<file path="config.mk">
export PLATFORM = sky130hd
export DESIGN_NAME = fetch_unit
export DESIGN_NICKNAME = d
export VERILOG_FILES = /design/src/rtl/fetch_pkg.sv /design/src/rtl/fetch_unit.sv
export SDC_FILE = /design/constraint.sdc
export NUM_CORES = 1
export LEC_CHECK = 0
export ABC_AREA = 0
export CAP_MARGIN = 20
export CORE_ASPECT_RATIO = 1.4
export CORE_MARGIN = 2
export CORE_UTILIZATION = 55
export CTS_CLUSTER_DIAMETER = 50
export DETAILED_ROUTE_END_ITERATION = 10
export DONT_BUFFER_PORTS = 1
export PLACE_DENSITY = 0.84
export SKIP_LAST_GASP = 1
export SYNTH_ARGS = -nofsm -noshare
export SYNTH_HDL_FRONTEND = slang
export SYNTH_SLANG_ARGS = --single-unit
</file>
<file path="constraint.sdc">
create_clock -name clk -period 3.5 [get_ports clk]
set_clock_uncertainty 0.15 [all_clocks]
set_input_delay 0.175 -clock clk [delete_from_list [all_inputs] [get_ports clk]]
set_output_delay 0.175 -clock clk [all_outputs]
set_load 0.02 [all_outputs]
</file>
<file path="src/rtl/fetch_pkg.sv">
// fetch_pkg: shared state encoding and default geometry for the fetch front end
package fetch_pkg;
  typedef enum logic [1:0] {S_BOOT = 2'd0, S_FETCH = 2'd1, S_HOLD = 2'd2} state_t;
  localparam int DEF_ADDR_W = 32;
  localparam int DEF_INSTR_W = 32;
  localparam logic [31:0] DEF_RESET_PC = 32'h0;
endpackage

</file>
<file path="src/rtl/fetch_unit.sv">
// fetch_unit: PC register, req/ack instruction fetch and valid/ready hand-off to decode with redirect
module fetch_unit
  import fetch_pkg::*;
#(
  parameter int ADDR_W = DEF_ADDR_W,
  parameter int INSTR_W = DEF_INSTR_W,
  parameter logic [ADDR_W-1:0] RESET_PC = DEF_RESET_PC[ADDR_W-1:0]
) (
  input  logic               clk,
  input  logic               rst,
  output logic [ADDR_W-1:0]  pc,
  input  logic [ADDR_W-1:0]  next_pc,
  input  logic               flush,
  input  logic [ADDR_W-1:0]  flush_pc,
  output logic               imem_req,
  output logic [ADDR_W-1:0]  imem_addr,
  input  logic               imem_ack,
  input  logic [INSTR_W-1:0] imem_rdata,
  output logic [INSTR_W-1:0] instr,
  output logic               instr_valid,
  input  logic               instr_ready,
  output logic [31:0]        fetch_count
);
  state_t state, state_n;
  logic [ADDR_W-1:0] pc_n, pend_pc, pend_pc_n;
  logic [INSTR_W-1:0] instr_n;
  logic instr_valid_n, flush_pending, flush_pending_n;
  logic [31:0] fetch_count_n;
  assign imem_req = state == S_FETCH;
  assign imem_addr = pc;
  always_ff @(posedge clk or posedge rst)
    if (rst) begin
      state <= S_BOOT;
      pc <= RESET_PC;
      instr <= '0;
      instr_valid <= 1'b0;
      fetch_count <= '0;
      flush_pending <= 1'b0;
      pend_pc <= '0;
    end else begin
      state <= state_n;
      pc <= pc_n;
      instr <= instr_n;
      instr_valid <= instr_valid_n;
      fetch_count <= fetch_count_n;
      flush_pending <= flush_pending_n;
      pend_pc <= pend_pc_n;
    end
  // pc only moves on an ack or out of S_HOLD, keeping imem_addr stable while a request is open
  always_comb begin
    state_n = state;
    pc_n = pc;
    instr_n = instr;
    instr_valid_n = instr_valid;
    fetch_count_n = fetch_count;
    flush_pending_n = flush_pending;
    pend_pc_n = pend_pc;
    case (state)
      S_BOOT: begin
        state_n = S_FETCH;
        pc_n = flush ? flush_pc : pc;
      end
      S_FETCH:
        if (!imem_ack) begin
          flush_pending_n = flush | flush_pending;
          pend_pc_n = flush ? flush_pc : pend_pc;
        end else if (flush | flush_pending) begin
          pc_n = flush ? flush_pc : pend_pc;
          flush_pending_n = 1'b0;
        end else begin
          instr_n = imem_rdata;
          instr_valid_n = 1'b1;
          state_n = S_HOLD;
        end
      S_HOLD:
        if (flush) begin
          pc_n = flush_pc;
          instr_valid_n = 1'b0;
          state_n = S_FETCH;
        end else if (instr_ready) begin
          pc_n = next_pc;
          instr_valid_n = 1'b0;
          fetch_count_n = fetch_count + 32'd1;
          state_n = S_FETCH;
        end
      default: state_n = S_BOOT;
    endcase
  end
endmodule

</file>
==> results of run 1 <==
==> synthesized netlist by cell type <==
master | count | share of area (%)
nand4_1 | 11 | 1.1
clkbuf_1 | 10 | 0.61
ha_1 | 6 | 1.2
inv_1 | 8 | 0.49
buf_6 | 1 | 0.18
o221ai_2 | 1 | 0.24
mux2i_1 | 2 | 0.32
buf_1 | 2 | 0.12
nor2_1 | 4 | 0.24
xnor2_1 | 27 | 3.8
nor2_2 | 1 | 0.10
nand3_1 | 17 | 1.4
nand2_1 | 9 | 0.55
xor2_1 | 4 | 0.57
o21bai_1 | 1 | 0.12
nand4_4 | 1 | 0.34
mux2_2 | 93 | 17
and4_1 | 2 | 0.28
mux2_1 | 4 | 0.73
nand4b_4 | 1 | 0.38
nor4_2 | 1 | 0.20
nor3_2 | 1 | 0.16
nand3b_2 | 1 | 0.18
a2bb2oi_2 | 1 | 0.24
o21ai_0 | 2 | 0.16
o2bb2ai_1 | 32 | 4.5
dfrtp_1 | 132 | 53
or3b_2 | 1 | 0.14
buf_2 | 12 | 0.97
nor3_1 | 1 | 0.081
a22oi_1 | 32 | 3.9
and3_1 | 7 | 0.71
nand2b_1 | 2 | 0.20
nor4_4 | 3 | 1.0
a21oi_1 | 4 | 0.32
buf_4 | 32 | 3.9
==> cell usage in the layout, fill, tap and decap left out, types with 3 or more instances in the layout <==
cell type / synthesis / layout
a22oi_1: 32 / 32
inv_6: 0 / 3
o2bb2ai_1: 32 / 32
a21oi_1: 4 / 4
clkinv_2: 0 / 3
dlygate4sd3_1: 0 / 97
nand4_1: 11 / 11
dfrtp_1: 132 / 132
nand3_1: 17 / 16
xor2_1: 4 / 4
ha_1: 6 / 5
inv_1: 8 / 7
nor2_1: 4 / 4
nor4_4: 3 / 3
mux2_2: 93 / 93
and3_1: 7 / 7
nand2_1: 9 / 9
clkbuf_16: 0 / 17
mux2_1: 4 / 4
clkinv_4: 0 / 3
buf_4: 32 / 8
clkinvlp_4: 0 / 5
xnor2_1: 27 / 27
==> routing by layer <==
metal / vias up / routed length (um)
met5: - / 0
met4: 0 / 371
met3: 33 / 1370
met2: 237 / 8540
met1: 2142 / 5290
li1: 1822 / -
==> worst max-delay path, cell delays in order, from the launching register on <==
cell	delay [ps]
dfrtp_1	420
inv_1	130
ha_1	300
buf_4	420
o21ai_0	130
nand2_1	270
buf_4	370
o2bb2ai_1	200
mux2_2	200
==> repair_timing <==
item / in CTS / in global routing
endpoints found under the hold margin: 139 / 0
hold buffers: 97 / 0
endpoints found under the setup margin: 0 / 0
==> registers in the layout (all words and copies together) (netlist names) <==
| signal | count |
|---|---|
| state | 2 |
| flush_pending | 1 |
| imem_addr | 32 |
| instr_valid | 1 |
| fetch_count | 32 |
| instr | 32 |
| pend_pc | 32 |
==> power by group <==
| part | internal (uW) | switching [uW] |
|---|---|---|
| clock network | 1050 | 686 |
| logic | 1060 | 986 |
| registers | 2110 | 1200 |
==> how the worst max path moves through the flow <==
stage	startpoint	end	cells after the start
after detailed placement	state[0]	imem_addr[14]	8
after global placement	state[0]	imem_addr[14]	8
final	state[0]	imem_addr[14]	8
after global routing	state[0]	imem_addr[15]	8
after floorplan	state[1]	imem_addr[10]	8
after CTS	state[0]	imem_addr[14]	8
==> kinds of logic (layout without fill, tap and decap cells) <==
| kind of cell | after synthesis | after routing |
|---|---|---|
| AND/OR/NAND/NOR | 63 | 63 |
| flip-flops | 132 | 132 |
| buffers and inverters | 65 | 146 |
| XOR/XNOR | 31 | 31 |
| multiplexers | 99 | 99 |
| adder cells (fa/ha/maj) | 6 | 6 |
| AO/OA/AOI/OAI | 73 | 73 |
==> metrics by stage <==
step	area, um^2	util, %	worst slack, ps
detailed placement	6100	55.9	920
floorplan	6180	-	1440
global route	7660	70.1	700
global placement	6100	55.9	1010
finish	7660	70.1	839
CTS	7660	70.1	923
==> layout make-up <==
| cell class | instances | area share (%) |
|---|---|---|
| Clock buffer | 17 | 5.55 |
| Clock inverter | 15 | 2.06 |
| Inverter | 8 | 0.441 |
| Multi-Input combinational cell | 272 | 32.8 |
| Sequential cell | 132 | 43.1 |
| Tap cell | 141 | 2.30 |
| Timing Repair Buffer | 106 | 13.7 |
==> results.cfg, run 1 <==
[global_routing]
busiest_layer = met2
gr-total-overflow = 0
grt_pass1_vias = 4872
use_met1_pct = 27.0
track_usage_pct = 26.5
grt_max_degree = 61
grt_pass1_wl_mm = 24.8
met2_usage_pct = 48.5
met3_usage_pct = 9.71
grt_antenna_before_repair = 0

[sta]
tightestPinTransition_ps = 848
tns_ps = 0
fin_crit_sh_pct = 76.0
whs_ps = 30.6
maxSlewHeadroom_pct = 43.4
hold_violations = 0
fmax_mhz = 376
drv_slew = 0
finalSetupViolations = 0
fin_crit_ps = 2660
rsz0062_at_grt = no

[synth]
synth_cell_types = 36
synth_simple_gate_area_share_pct = 7.11
syn_inst = 469
syn-num-nets = 576
synth_top_family_by_area = multiplexers
synthAdderAreaFrac_pct = 1.22
synth_mux_area_share_pct = 18.0
synth.cell_area_um2 = 6180
synth_compound_area_share_pct = 9.52
synth-seq-area-share_pct = 53.5
synth_xor_area_share_pct = 4.40
yosys_warnings = 0
syn-mean-instance-area_um2 = 13.2
ys_ff_latch = 132

[die]
fp-row-count = 45
core-area_um2 = 10900
dieArea_um2 = 12100
die_h_um = 129
initial_core_util_pct = 56.5
die_w_um = 93.6
pin_count = 231

[pwr]
power.total_uw = 7100
powerDensity_nw_per_um2 = 927
p_leak_uw = 0.00330
ir_worst_vdd_uv = 605

[clock_network]
clockBufferDepth = 2
htree_levels = 4
numClockSinks = 132
cts_tree = built
post_cts_resized = 0
post-cts-setup-buffer-count = 0
root_buffer = clkbuf_16
cts_inserted_buffers = 17
clk_latency_ps = 400
clk_pin_slew_ps = 60

[cells_and_area]
drive_gt1_share_pct = 27.1
multiInputGateArea_um2 = 2510
antennaDiodeCount = 0
fill_cells = 698
seq_area_um2 = 3300
fin_cells = 691
finalNetCount = 644
area_growth_pct = 24.0

[place]
dpl.cell_count = 562
place.detailed.hpwl_mm = 9.70
gp_congestion = 0.769
portBuffers = 0

[worst_setup_path]
worstRegToRegCells = 8
cp.required_ps = 3690
reg2reg_from = state[0]
critPathCaptureType = register
reg2reg_setup_slack_ps = 840
start_kind = register
regToRegEndpoint = imem_addr[14]
path_class = reg -> reg
cp_max_fo = 35
worstPathArrival_ps = 2850

[detailed_routing]
viasPerCell = 6.13
route.detailed.drc = 0
drt-pass1-iter-count = 5
wl_per_cell_um = 22.5
vias = 4234
final_antenna_net_count = 0
wl_mm = 15.6
first_iter_violations = 207

[min_path]
holdCritStartpoint = next_pc[11]
hold_depth = 3
hold_end = imem_addr[11]
worstHoldPathType = in -> reg

[run_status]
status = completed

[flow_run]
maxCapViolCount = 0
Note: power is estimated with default switching activity, not from simulation.
==> run 2, diff against run 1 <==
Clock period 3.5 ns to 2.3 ns, I/O delays scaled along.
==> run 2 against run 1 <==
Compared with the run above:
- setup slack worse by 650 ps
- cell area is 2.9% higher
- largest power group unchanged
- clock power is 64% higher
- global-route usage is 0.20 points lower
- cell count is 1.7% higher
- sequential cell count stayed put
- critical endpoint is now flush_pending
- critical path depth is 2 lower
- via count is 0.35% lower
- highest routed layer unchanged
- count of clock-buffer cells in the layout is 2 higher
==> results.cfg, run 2 (synthesis results as in run 1) <==
[pwr]
p_leak_uw = 0.00343
p_int_uw = 6870
powerDensity_nw_per_um2 = 1420
pwr-share-clk_pct = 25.4
switching_share_pct = 38.7
ir_worst_vdd_uv = 974
p_switching_uw = 4340
comb_power_share_pct = 30.1
pwr-share-seq_pct = 44.5

[flow_run]
maxCapViolCount = 0

[min_path]
hold_depth = 3
worstHoldPathType = in -> reg

[detailed_routing]
met3_length_mm = 1.19
dr.max_layer_used = met4
wl_per_cell_um = 21.9
final_antenna_net_count = 0
wl_mm = 15.4
first_iter_violations = 150
drt-met1-wl_mm = 5.58
vias = 4219
viasPerCell = 6.00
route.detailed.drc = 0
drt-pass1-iter-count = 4
route.met2.wl_mm = 8.13

[die]
core-area_um2 = 10900
die_h_um = 129
die_w_um = 93.6
initial_core_util_pct = 56.5
pin_count = 231
dieArea_um2 = 12100
fp-row-count = 45

[worst_setup_path]
worstPathArrival_ps = 2290
path_class = reg -> reg
cpMostUsedCell = a21oi_1
critPathCaptureType = register
cp.required_ps = 2480
cp_max_fo = 29
start_kind = register
worstRegToRegCells = 6
max_stage_delay_ps = 550
cpMaxStageDelayCell = dlygate4sd3_1
path_cells = inv_1 > ha_2 > buf_6 > a21oi_1 > a21oi_1 > dlygate4sd3_1

[clock_network]
clk_pin_slew_ps = 60
htree_levels = 4
cts_tree = built
clockBufferDepth = 2
cts_inserted_buffers = 17
root_buffer = clkbuf_16
post-cts-setup-buffer-count = 0
clk_latency_ps = 400
numClockSinks = 132

[cells_and_area]
finalNetCount = 656
fill_cells = 704
fin_cells = 703
final_common_cell = dfrtp_1
layout_common_cells = dfrtp_1 (132), dlygate4sd3_1 (102), mux2_2 (93), a22oi_1 (32), o2bb2ai_1 (32)
drive_gt1_share_pct = 27.9
area_growth_pct = 27.6
antennaDiodeCount = 0

[global_routing]
grt_pass1_wl_mm = 24.3
track_usage_pct = 26.3
gr-total-overflow = 0
grt_max_degree = 67
grt_antenna_before_repair = 0
grt_pass1_vias = 4617

[sta]
maxSlewHeadroom_pct = 55.6
drv_slew = 0
hold_violations = 0
tns_ps = 0
tightestPinTransition_ps = 665
fin_crit_sh_pct = 91.6
rsz0062_at_grt = no
fin_crit_ps = 2110
fmax_mhz = 475
finalSetupViolations = 0

[place]
gp_congestion = 0.802
dpl.cell_count = 569
place.detailed.hpwl_mm = 9.28
portBuffers = 0

[run_status]
status = completed
## run 2: worst paths after layout
kind                            startpoint  slack (ps)             to
min in group asynchronous              rst         170       instr[8]
worst max register to register    state[1]         190  flush_pending
worst min register to register  pend_pc[5]         360     pend_pc[5]
worst min-delay path              imem_ack          30       state[1]
max in group asynchronous              rst        1060   imem_addr[4]
worst max-delay path              state[1]         190  flush_pending
## run 2: critical path: cells and delay by family, from the launching register on
kind	cells	cell delay (ps)
compound gates	2	220
fa+ha+maj	1	280
buf+inv	3	980
flops	1	400
## run 2: final cells by class
cell class	instances	area, um^2	share of cell area, %
inverter	8	33.8	0.429
timing repair buffer	118	1210	15.3
clock buffer	19	453	5.75
tap	141	176	2.24
sequential	132	3300	41.9
clock inverter	13	181	2.30
multi-input combinational	272	2520	32.0
## run 2: through the flow
stage          instance area [um^2]  hold WS [ps]  setup WS, ps  util (%)  total power, uW
5_1_grt                        7880          32.0          52.4      72.1            11800
6_report                       7880          31.0           193      72.1            11200
2_1_floorplan                  6180          54.8           236         -             7500
3_3_place_gp                   6210         -57.1           236      56.8             7890
3_5_place_dp                   6210         -39.5           179      56.8             8070
4_1_cts                        7860        0.0667           121      72.0            11100
## run 2: power by group through the flow
stage / clock, uW / sequential, uW / combinational (uW)
after floorplan: 0 / 4430 / 3070
after global placement: 0 / 4930 / 2960
after detailed placement: 0 / 4990 / 3080
after CTS: 2910 / 4950 / 3260
after global routing: 2990 / 5110 / 3650
final: 2850 / 4990 / 3370
## run 2: layer usage
layer	vias to the layer above	track usage (%)
met4	0	12.4
met3	44	8.84
met2	207	46.2
met1	2117	28.6
met5	-	0
li1	1851	-
## run 2: repair_timing
action	4_1_cts	5_1_grt
hold buffers	102	0
endpoints found under the setup margin	0	10
gates resized for setup	0	3
endpoints found under the hold margin	182	0
